## src/rtl/draw_scheduler.sv

```systemverilog
// Frame sequencer sharing one VGA write port among N drawers: optional clear, then ordered begin_draw/done handshakes.
// Optional full-screen clear is compiled in with `define CLEAR_SCREEN_EN.
module draw_scheduler #(
  parameter int         N        = 3,
  parameter int         TIMEOUT  = 1023,
  parameter logic [2:0] BG_COLOR = 3'b000
) (
  input  logic           clk,
  input  logic           reset,
  input  logic           frame_tick,
  input  logic [N-1:0]   en_mask,
  output logic [N-1:0]   begin_draw,
  input  logic [N-1:0]   done,
  input  logic [8*N-1:0] dx,
  input  logic [7*N-1:0] dy,
  input  logic [3*N-1:0] dcolor,
  input  logic [N-1:0]   dplot,
  output logic [7:0]     vga_x,
  output logic [6:0]     vga_y,
  output logic [2:0]     vga_color,
  output logic           vga_plot,
  output logic           busy,
  output logic           frame_done,
  output logic           overrun,
  output logic [N-1:0]   timeout_err
);

  localparam int IW = (N > 1) ? $clog2(N) : 1;
  localparam int WW = ($clog2(TIMEOUT + 1) > 10) ? $clog2(TIMEOUT + 1) : 10;
  localparam logic [IW-1:0] LAST = IW'(N - 1);
  localparam logic [WW-1:0] TMO  = WW'(TIMEOUT);

  typedef enum logic [2:0] {
    IDLE, START, CLEAR, GRANT, WAIT_DONE, RELEASE, NEXT, FRAME_END
  } state_t;

  state_t         state;
  logic [IW-1:0]  idx;
  logic [N-1:0]   mask_r;
  logic [WW-1:0]  wdog;
  logic           pending;
  logic [7:0]     hold_x;
  logic [6:0]     hold_y;
  logic [2:0]     hold_c;
`ifdef CLEAR_SCREEN_EN
  logic [7:0]     cx;
  logic [6:0]     cy;
`endif

  // Drawer buses pass straight through while granted; otherwise coordinates hold their last value.
  always_comb begin
    vga_x     = hold_x;
    vga_y     = hold_y;
    vga_color = hold_c;
    vga_plot  = 1'b0;
    if (state == WAIT_DONE) begin
      vga_x     = dx[8*idx +: 8];
      vga_y     = dy[7*idx +: 7];
      vga_color = dcolor[3*idx +: 3];
      vga_plot  = dplot[idx];
    end
`ifdef CLEAR_SCREEN_EN
    else if (state == CLEAR) begin
      vga_x     = cx;
      vga_y     = cy;
      vga_color = BG_COLOR;
      vga_plot  = 1'b1;
    end
`endif
  end

  always_ff @(posedge clk) begin
    if (reset) begin
      state       <= IDLE;
      idx         <= '0;
      mask_r      <= '0;
      wdog        <= '0;
      pending     <= 1'b0;
      hold_x      <= '0;
      hold_y      <= '0;
      hold_c      <= '0;
      begin_draw  <= '0;
      busy        <= 1'b0;
      frame_done  <= 1'b0;
      overrun     <= 1'b0;
      timeout_err <= '0;
`ifdef CLEAR_SCREEN_EN
      cx          <= '0;
      cy          <= '0;
`endif
    end else begin
      hold_x     <= vga_x;
      hold_y     <= vga_y;
      hold_c     <= vga_color;
      frame_done <= 1'b0;

      // One tick may queue behind a running frame; any further one is dropped and flagged.
      if (frame_tick && state != IDLE) begin
        if (pending) overrun <= 1'b1;
        else         pending <= 1'b1;
      end

      case (state)
        IDLE: begin
          if (frame_tick || pending) begin
            state   <= START;
            pending <= 1'b0;
            busy    <= 1'b1;
          end
        end
        START: begin
          mask_r <= en_mask;
          idx    <= '0;
`ifdef CLEAR_SCREEN_EN
          cx     <= '0;
          cy     <= '0;
          state  <= CLEAR;
`else
          state  <= GRANT;
`endif
        end
        CLEAR: begin
`ifdef CLEAR_SCREEN_EN
          if (cx == 8'd159) begin
            cx <= '0;
            if (cy == 7'd119) state <= GRANT;
            else              cy    <= cy + 1'b1;
          end else begin
            cx <= cx + 1'b1;
          end
`else
          state <= GRANT;
`endif
        end
        GRANT: begin
          if (mask_r[idx]) begin
            begin_draw <= N'(1) << idx;
            wdog       <= '0;
            state      <= WAIT_DONE;
          end else begin
            state <= NEXT;
          end
        end
        WAIT_DONE: begin
          if (done[idx]) begin
            begin_draw <= '0;
            state      <= RELEASE;
          end else if (wdog == TMO) begin
            begin_draw       <= '0;
            timeout_err[idx] <= 1'b1;
            state            <= NEXT;
          end else begin
            wdog <= wdog + 1'b1;
          end
        end
        RELEASE: begin
          if (!done[idx]) state <= NEXT;
        end
        NEXT: begin
          if (idx == LAST) begin
            state      <= FRAME_END;
            frame_done <= 1'b1;
          end else begin
            idx   <= idx + 1'b1;
            state <= GRANT;
          end
        end
        FRAME_END: begin
          state <= IDLE;
          busy  <= 1'b0;
        end
        default: state <= IDLE;
      endcase
    end
  end

endmodule
```

## config.mk

```make
export PLATFORM = sky130hd
export DESIGN_NAME = draw_scheduler
export DESIGN_NICKNAME = d
export VERILOG_FILES = /design/src/rtl/draw_scheduler.sv
export SDC_FILE = /design/constraint.sdc
export NUM_CORES = 1
export LEC_CHECK = 0
export ABC_AREA = 1
export CORE_ASPECT_RATIO = 0.9
export CORE_MARGIN = 5
export CORE_UTILIZATION = 45
export DETAILED_ROUTE_END_ITERATION = 8
export PLACE_DENSITY = 0.87
export SYNTH_ARGS = -nofsm -noshare
export SYNTH_HDL_FRONTEND = slang
export SYNTH_SLANG_ARGS = --single-unit
```

## constraint.sdc

```tcl
create_clock -name clk -period 3 [get_ports clk]
set_input_delay 0.3 -clock clk [delete_from_list [all_inputs] [get_ports clk]]
set_output_delay 0.3 -clock clk [all_outputs]
set_load 0.005 [all_outputs]
```

==> results of run 1 <==
==> worst max path at each step <==
stage                                       to  slack (ns)  cells after the start
global placement                      vga_y[2]        0.90                      6
global route                          vga_y[3]        0.25                      6
floorplan           begin_draw[0]$_SDFFE_PP0P_        1.47                     10
detailed placement                    vga_y[5]        0.75                      6
CTS                                   vga_y[5]        0.38                      6
finish                                vga_x[6]        0.38                      6
==> area by class of cell <==
class	instances	area [µm²]
Tap cell	67	83.83
Multi-Input combinational cell	291	1390
Timing Repair Buffer	99	988.4
Fill cell	472	1758
Sequential cell	46	920.9
Clock buffer	6	82.58
Inverter	25	93.84
==> metrics by stage <==
step	power [mW]	hold WS, ns
after floorplan	1.368	0.4299
after global placement	1.725	0.4443
after detailed placement	1.758	0.4398
after CTS	2.131	0.4521
after global routing	2.285	0.4805
final	2.126	0.4509
==> sequential cells by signal, summed over array words and instances, names as in the netlist, 2 cells and up <==
signal,flops
wdog,10
idx,2
timeout_err,3
hold_y,7
hold_x,8
state,3
begin_draw,3
hold_c,3
mask_r,3
==> layer usage <==
| layer | wire length [µm] | vias up |
|---|---|---|
| li1 | - | 1409 |
| met1 | 3214 | 1311 |
| met5 | 0 | - |
| met3 | 492 | 8 |
| met2 | 3944 | 87 |
| met4 | 106 | 0 |
==> worst max-delay path: cells and delay by family (launching register included) <==
| kind | cells | cell delay (ns) |
|---|---|---|
| compound gates | 2 | 0.30 |
| buf+inv | 3 | 0.85 |
| flops | 1 | 0.37 |
| simple gates | 1 | 0.51 |
==> layout by cell type, fill, tap and decap left out <==
| master | synthesis | layout |
|---|---|---|
| nor2_1 | 97 | 97 |
| clkdlybuf4s50_1 | 0 | 93 |
| a21oi_1 | 51 | 51 |
| nand2_1 | 51 | 51 |
| dfxtp_1 | 46 | 46 |
| o21ai_0 | 26 | 26 |
| inv_1 | 19 | 19 |
| and2_1 | 18 | 18 |
| nand3_1 | 13 | 13 |
| inv_2 | 6 | 6 |
| o21ai_1 | 6 | 6 |
| clkbuf_8 | 0 | 6 |
| buf_4 | 0 | 5 |
| ha_1 | 4 | 4 |
| nor3_1 | 3 | 3 |
| nor2_4 | 2 | 2 |
| nand4_1 | 2 | 2 |
| a21o_1 | 2 | 2 |
| a211oi_1 | 2 | 2 |
| a31oi_1 | 2 | 2 |
| nand2_2 | 1 | 1 |
| o21ai_2 | 1 | 1 |
| nand2_4 | 1 | 1 |
| a21oi_2 | 1 | 1 |
| nor3_2 | 1 | 1 |
| xnor2_1 | 1 | 1 |
| xor2_1 | 1 | 1 |
| o22ai_1 | 1 | 1 |
| nor4_1 | 1 | 1 |
| o21a_1 | 1 | 1 |
| a221oi_1 | 1 | 1 |
| nand3b_1 | 1 | 1 |
| buf_12 | 0 | 1 |
==> power by group through the flow <==
| stage | Combinational [mW] | Sequential, mW | Clock [mW] |
|---|---|---|---|
| global placement | 0.945 | 0.780 | 0 |
| finish | 0.980 | 0.772 | 0.373 |
| CTS | 0.980 | 0.773 | 0.379 |
| global route | 1.10 | 0.784 | 0.404 |
| detailed placement | 0.973 | 0.785 | 0 |
| floorplan | 0.590 | 0.778 | 0 |
==> cell families (layout without fill, tap and decap cells) <==
logic type | count (synthesis) | after routing | synth area share (%)
buffers and inverters | 44 | 130 | 7.558
flip-flops | 46 | 46 | 36.84
AO/OA/AOI/OAI | 94 | 94 | 19.92
adder cells (fa/ha/maj) | 4 | 4 | 2.002
AND/OR/NAND/NOR | 191 | 191 | 32.98
XOR/XNOR | 2 | 2 | 0.7008
==> flow_summary.toml, run 1 <==
[hold_path]
hp-start = "timeout_err[0]$_SDFFE_PP0P_"
min_to = "timeout_err[0]$_SDFFE_PP0P_"
hp-class = "flip-flop to flip-flop"
hold_depth = 2

[place]
io_buffers = 93
dp_hpwl_um = 5652
gp_congestion = 0.8581
placed_cells = 528
dpl_cell_area_um2 = 3477
dpl_worst_slack_ns = 0.7528

[critical_path]
arrival_ns = 2.32
crit_top_cell = "a21oi_1"
crit_path_start = "idx[1]$_SDFFE_PP0P_"
ff2ff_path_depth = 11
rr_endpoint = "wdog[2]$_SDFFE_PP0P_"
startpoint_type = "flip-flop"
worstPathRequired_ns = 2.70
r2r_start = "idx[0]$_SDFFE_PP0P_"
path_cells = "inv_2, nor2_1, buf_12, a21oi_1, a21oi_1, clkdlybuf4s50_1"
slowest_stage = "clkdlybuf4s50_1"
cp_max_fo = 14
critPathMaxStageDelay_ns = 0.55
end_kind = "output port"
path_class = "flip-flop to output port"
r2r_setup_slack_ns = 0.78

[power_and_ir_drop]
ir_worst_vdd_uv = 343.9
seq_power_share_pct = 36.3
p_sw_share_pct = 37.76
power_density_nw_per_um2 = 597.2
p_sw_mw = 0.8026
leakagePower_nw = 1.443
power_frac_clock_pct = 17.5
comb_power_share_pct = 46.1
cell_internal_pwr_mw = 1.323

[synthesis]
yosysMostFrequentCell = "nor2_1"
synthArstFlopShare_pct = 0
synth_area_um2 = 2500
synth_top_area_share_pct = 36.84
synth_flop_cell = "dfxtp_1"
synthTopCellsByCount = "nor2_1, a21oi_1, nand2_1"
avgSynthCellArea_um2 = 6.561
syn_nets = 451
ys_types = 32
ys_seq_area_share_pct = 36.84
yosysTopAreaCell = "dfxtp_1"
synthCells = 381
synth_seq_cells = 46
synth_area_leaders = "dfxtp_1, nor2_1, a21oi_1"
ys_warn_count = 0
synth-edff-count = 0

[drt]
num_vias = 2815
drcViolationCount = 0
wl_um = 7756
wl_per_cell_um = 14.52
drt_pre_antenna_iters = 5
drt-initial-drc-count = 185
drt-vias-per-instance = 5.272
ant_nets = 0

[clock_tree]
postCtsSetupBuffers = 0
cts_buffer_depth = 2
cts_resized = 0
clock-sinks = 46
cts.clk_slew.worst_paths_ns = 0.08
numCtsBuffers = 5
h-tree-depth = 2
cts_tree = "built"
clk_latency_ns = 0.29
ctsHoldBuffers = 0
cts-root-buf = "clkbuf_8"

[floorplanning]
start_util_pct = 47.01
rows = 25
die_x_um = 88.57
design.core.area_um2 = 5318
die_y_um = 80.71
io_pins = 94
die_area_um2 = 7148

[grt]
grt.met1_usage_pct = 27.10
grt_usage_pct = 22.73
overflow = 0
grt_pass1_vias = 2756
grt_use_met2_pct = 40.73
grt_pass1_wl_um = 12890
antenna_found_initial = 0
grt.busiest_layer = "met2"
grt_max_degree = 30
use_met3_pct = 4.205

[timing]
clock.fmax_ghz = 0.3821
setup_viol = 0
timing.final.crit_share_pct = 87.24
slew_viol_final = 0
fin_crit_ns = 2.617
hold_viol = 0
finalWorstSetupSlack_ns = 0.3828
fin_skew_ns = 0.009512
rsz0062_at_grt = "false"
fin_setup_tns_ns = 0
maxSlewHeadroom_pct = 54.85
max_slew.worst_pin.slew_ns = 0.6765

[flow_run]
drv_cap = 0

[status]
run_status = "complete, no violations"

[final_layout]
area_growth_pct = 42.39
nets = 538
fin_util_pct = 66.94
final_cell_area_um2 = 3560
drive_above_1_share_pct = 5.353
final-instance-count-excl-fill = 534
antenna_cells = 0
No activity file was read; power rests on OpenSTA's default activity.
==> inputs of run 2 (changes only) <==
CORE_UTILIZATION = 25   (was 45)
PLACE_DENSITY = 0.56   (was 0.87)
==> run 2 against run 1 <==
Net effect: sequential cell count unchanged; global-route usage fell by 9.8 points; register-to-register slack better by 0.07 ns; utilization shrank 29 points; design area grew 2.5%; clock skew shrank 0.0032 ns; sequential power grew 2%; highest routed layer unchanged; largest power group unchanged.
==> flow_summary.toml, run 2 (synthesis gave the netlist of run 1 again) <==
[timing]
holdWs_ns = 0.4605
max_slew.worst_pin.slew_ns = 0.5990
setup_viol = 0
hold_viol = 0
rsz0062_at_grt = "false"
maxSlewHeadroom_pct = 60.01
clock.fmax_ghz = 0.3963
slew_viol_final = 0
fin_skew_ns = 0.006349
fin_crit_ns = 2.523
finalWorstSetupSlack_ns = 0.4766
fin_setup_tns_ns = 0
timing.final.crit_share_pct = 84.11

[clock_tree]
cts-root-buf = "clkbuf_8"
cts_buffer_depth = 2
ctsHoldBuffers = 0
clock-sinks = 46
h-tree-depth = 2
cts_tree = "built"
postCtsSetupBuffers = 0
cts.clk_slew.worst_paths_ns = 0.09
numCtsBuffers = 5
cts_resized = 0
clk_latency_ns = 0.30

[critical_path]
crit_path_end = "vga_y[1]"
arrival_ns = 2.22
crit_path_start = "idx[0]$_SDFFE_PP0P_"
ff2ff_path_depth = 10
worstPathRequired_ns = 2.70
path_class = "flip-flop to output port"
end_kind = "output port"
startpoint_type = "flip-flop"
rr_endpoint = "wdog[0]$_SDFFE_PP0P_"
r2r_start = "idx[0]$_SDFFE_PP0P_"
r2r_setup_slack_ns = 0.85
cp_max_fo = 15

[floorplanning]
rows = 34
design.core.area_um2 = 9742
io_pins = 94
die_area_um2 = 12100
die_y_um = 104.9
die_x_um = 115.4
start_util_pct = 25.66

[power_and_ir_drop]
power_density_nw_per_um2 = 602.6
leakagePower_nw = 1.448
ir_worst_vdd_uv = 255.0

[place]
dp_hpwl_um = 5770
gp_congestion = 0.7859
io_buffers = 93
dpl_worst_slack_ns = 0.7826
dpl_cell_area_um2 = 3538

[final_layout]
area_growth_pct = 45.95
final_cell_area_um2 = 3649
top_regs = "wdog x10, hold_x x8, hold_y x7"
regMostFlops = "wdog"
antenna_cells = 0
largest_register_ffs = 10
fin_util_pct = 37.45
layout_commonest_cell = "nor2_1"
mostFrequentLayoutCells = "nor2_1, clkdlybuf4s50_1, a21oi_1, nand2_1, dfxtp_1"
nets = 538
drive_above_1_share_pct = 5.544

[grt]
grt_pass1_wl_um = 12850
grt_max_degree = 30
grt_usage_pct = 12.92
antenna_found_initial = 0
overflow = 0
grt_pass1_vias = 2699

[drt]
wl_um = 7820
drt_pre_antenna_iters = 4
drt-initial-drc-count = 136
wl_per_cell_um = 13.14
num_vias = 2712
drt-vias-per-instance = 4.558
ant_nets = 0
drcViolationCount = 0

[status]
run_status = "complete, no violations"

[hold_path]
hp-class = "flip-flop to flip-flop"

[flow_run]
drv_cap = 0
run 2: cell count changes in the layout (fill, tap and decap cells not counted):
cell        before  now
clkbuf_8         6    5
buf_12           1    0
buf_4            5    6
bufinv_16        0    1
clkbuf_1         0    1
clkinvlp_4       0    1
run 2: layout make-up:
| class | instances | area (µm²) |
|---|---|---|
| fillers | 1025 | 6093 |
| multi-input cells | 291 | 1390 |
| repair buffers | 99 | 975.9 |
| flip-flops and latches | 46 | 920.9 |
| well taps | 126 | 157.7 |
| inverters | 25 | 93.84 |
| clock buffers | 6 | 72.57 |
| clock inverters | 2 | 37.54 |
run 2: metrics by stage:
| stage | power [mW] | std cells |
|---|---|---|
| global route | 2.387 | 595 |
| detailed placement | 1.754 | 587 |
| global placement | 1.748 | 587 |
| floorplan | 1.368 | 381 |
| CTS | 2.233 | 595 |
| finish | 2.199 | 595 |
run 2: worst min-delay path by stage:
stage                                      from                     endpoint  slack [ns]  depth (start not counted)
floorplan                mask_r[1]$_SDFFE_PP0P_       mask_r[1]$_SDFFE_PP0P_        0.43                          2
global placement         mask_r[1]$_SDFFE_PP0P_       mask_r[1]$_SDFFE_PP0P_        0.45                          2
detailed placement       mask_r[0]$_SDFFE_PP0P_       mask_r[0]$_SDFFE_PP0P_        0.46                          2
CTS                      mask_r[0]$_SDFFE_PP0P_       mask_r[0]$_SDFFE_PP0P_        0.47                          2
global route        timeout_err[0]$_SDFFE_PP0P_  timeout_err[0]$_SDFFE_PP0P_        0.50                          2
finish              timeout_err[1]$_SDFFE_PP0P_  timeout_err[1]$_SDFFE_PP0P_        0.46                          2
run 2: power by group:
group	total [mW]	internal, mW	switching [mW]
registers	0.787	0.711	0.0764
logic	0.944	0.424	0.520
clock network	0.468	0.249	0.219
run 2: critical path, stage by stage, from the launching register on:
cell and delay (ns):
dfxtp_1 0.67, buf_4 0.29, nor2_1 0.06, nor2_1 0.07, o21ai_0 0.10, a21oi_1 0.20, clkdlybuf4s50_1 0.53
run 2: layer usage:
layer	share of wire, %	vias up	wire length (µm)	track usage (%)
li1	-	1406	-	-
met1	46	1231	3584	16.46
met2	47	71	3681	21.86
met3	6.5	4	511	3.873
met4	0.55	0	43	2.096
met5	0	-	0	0
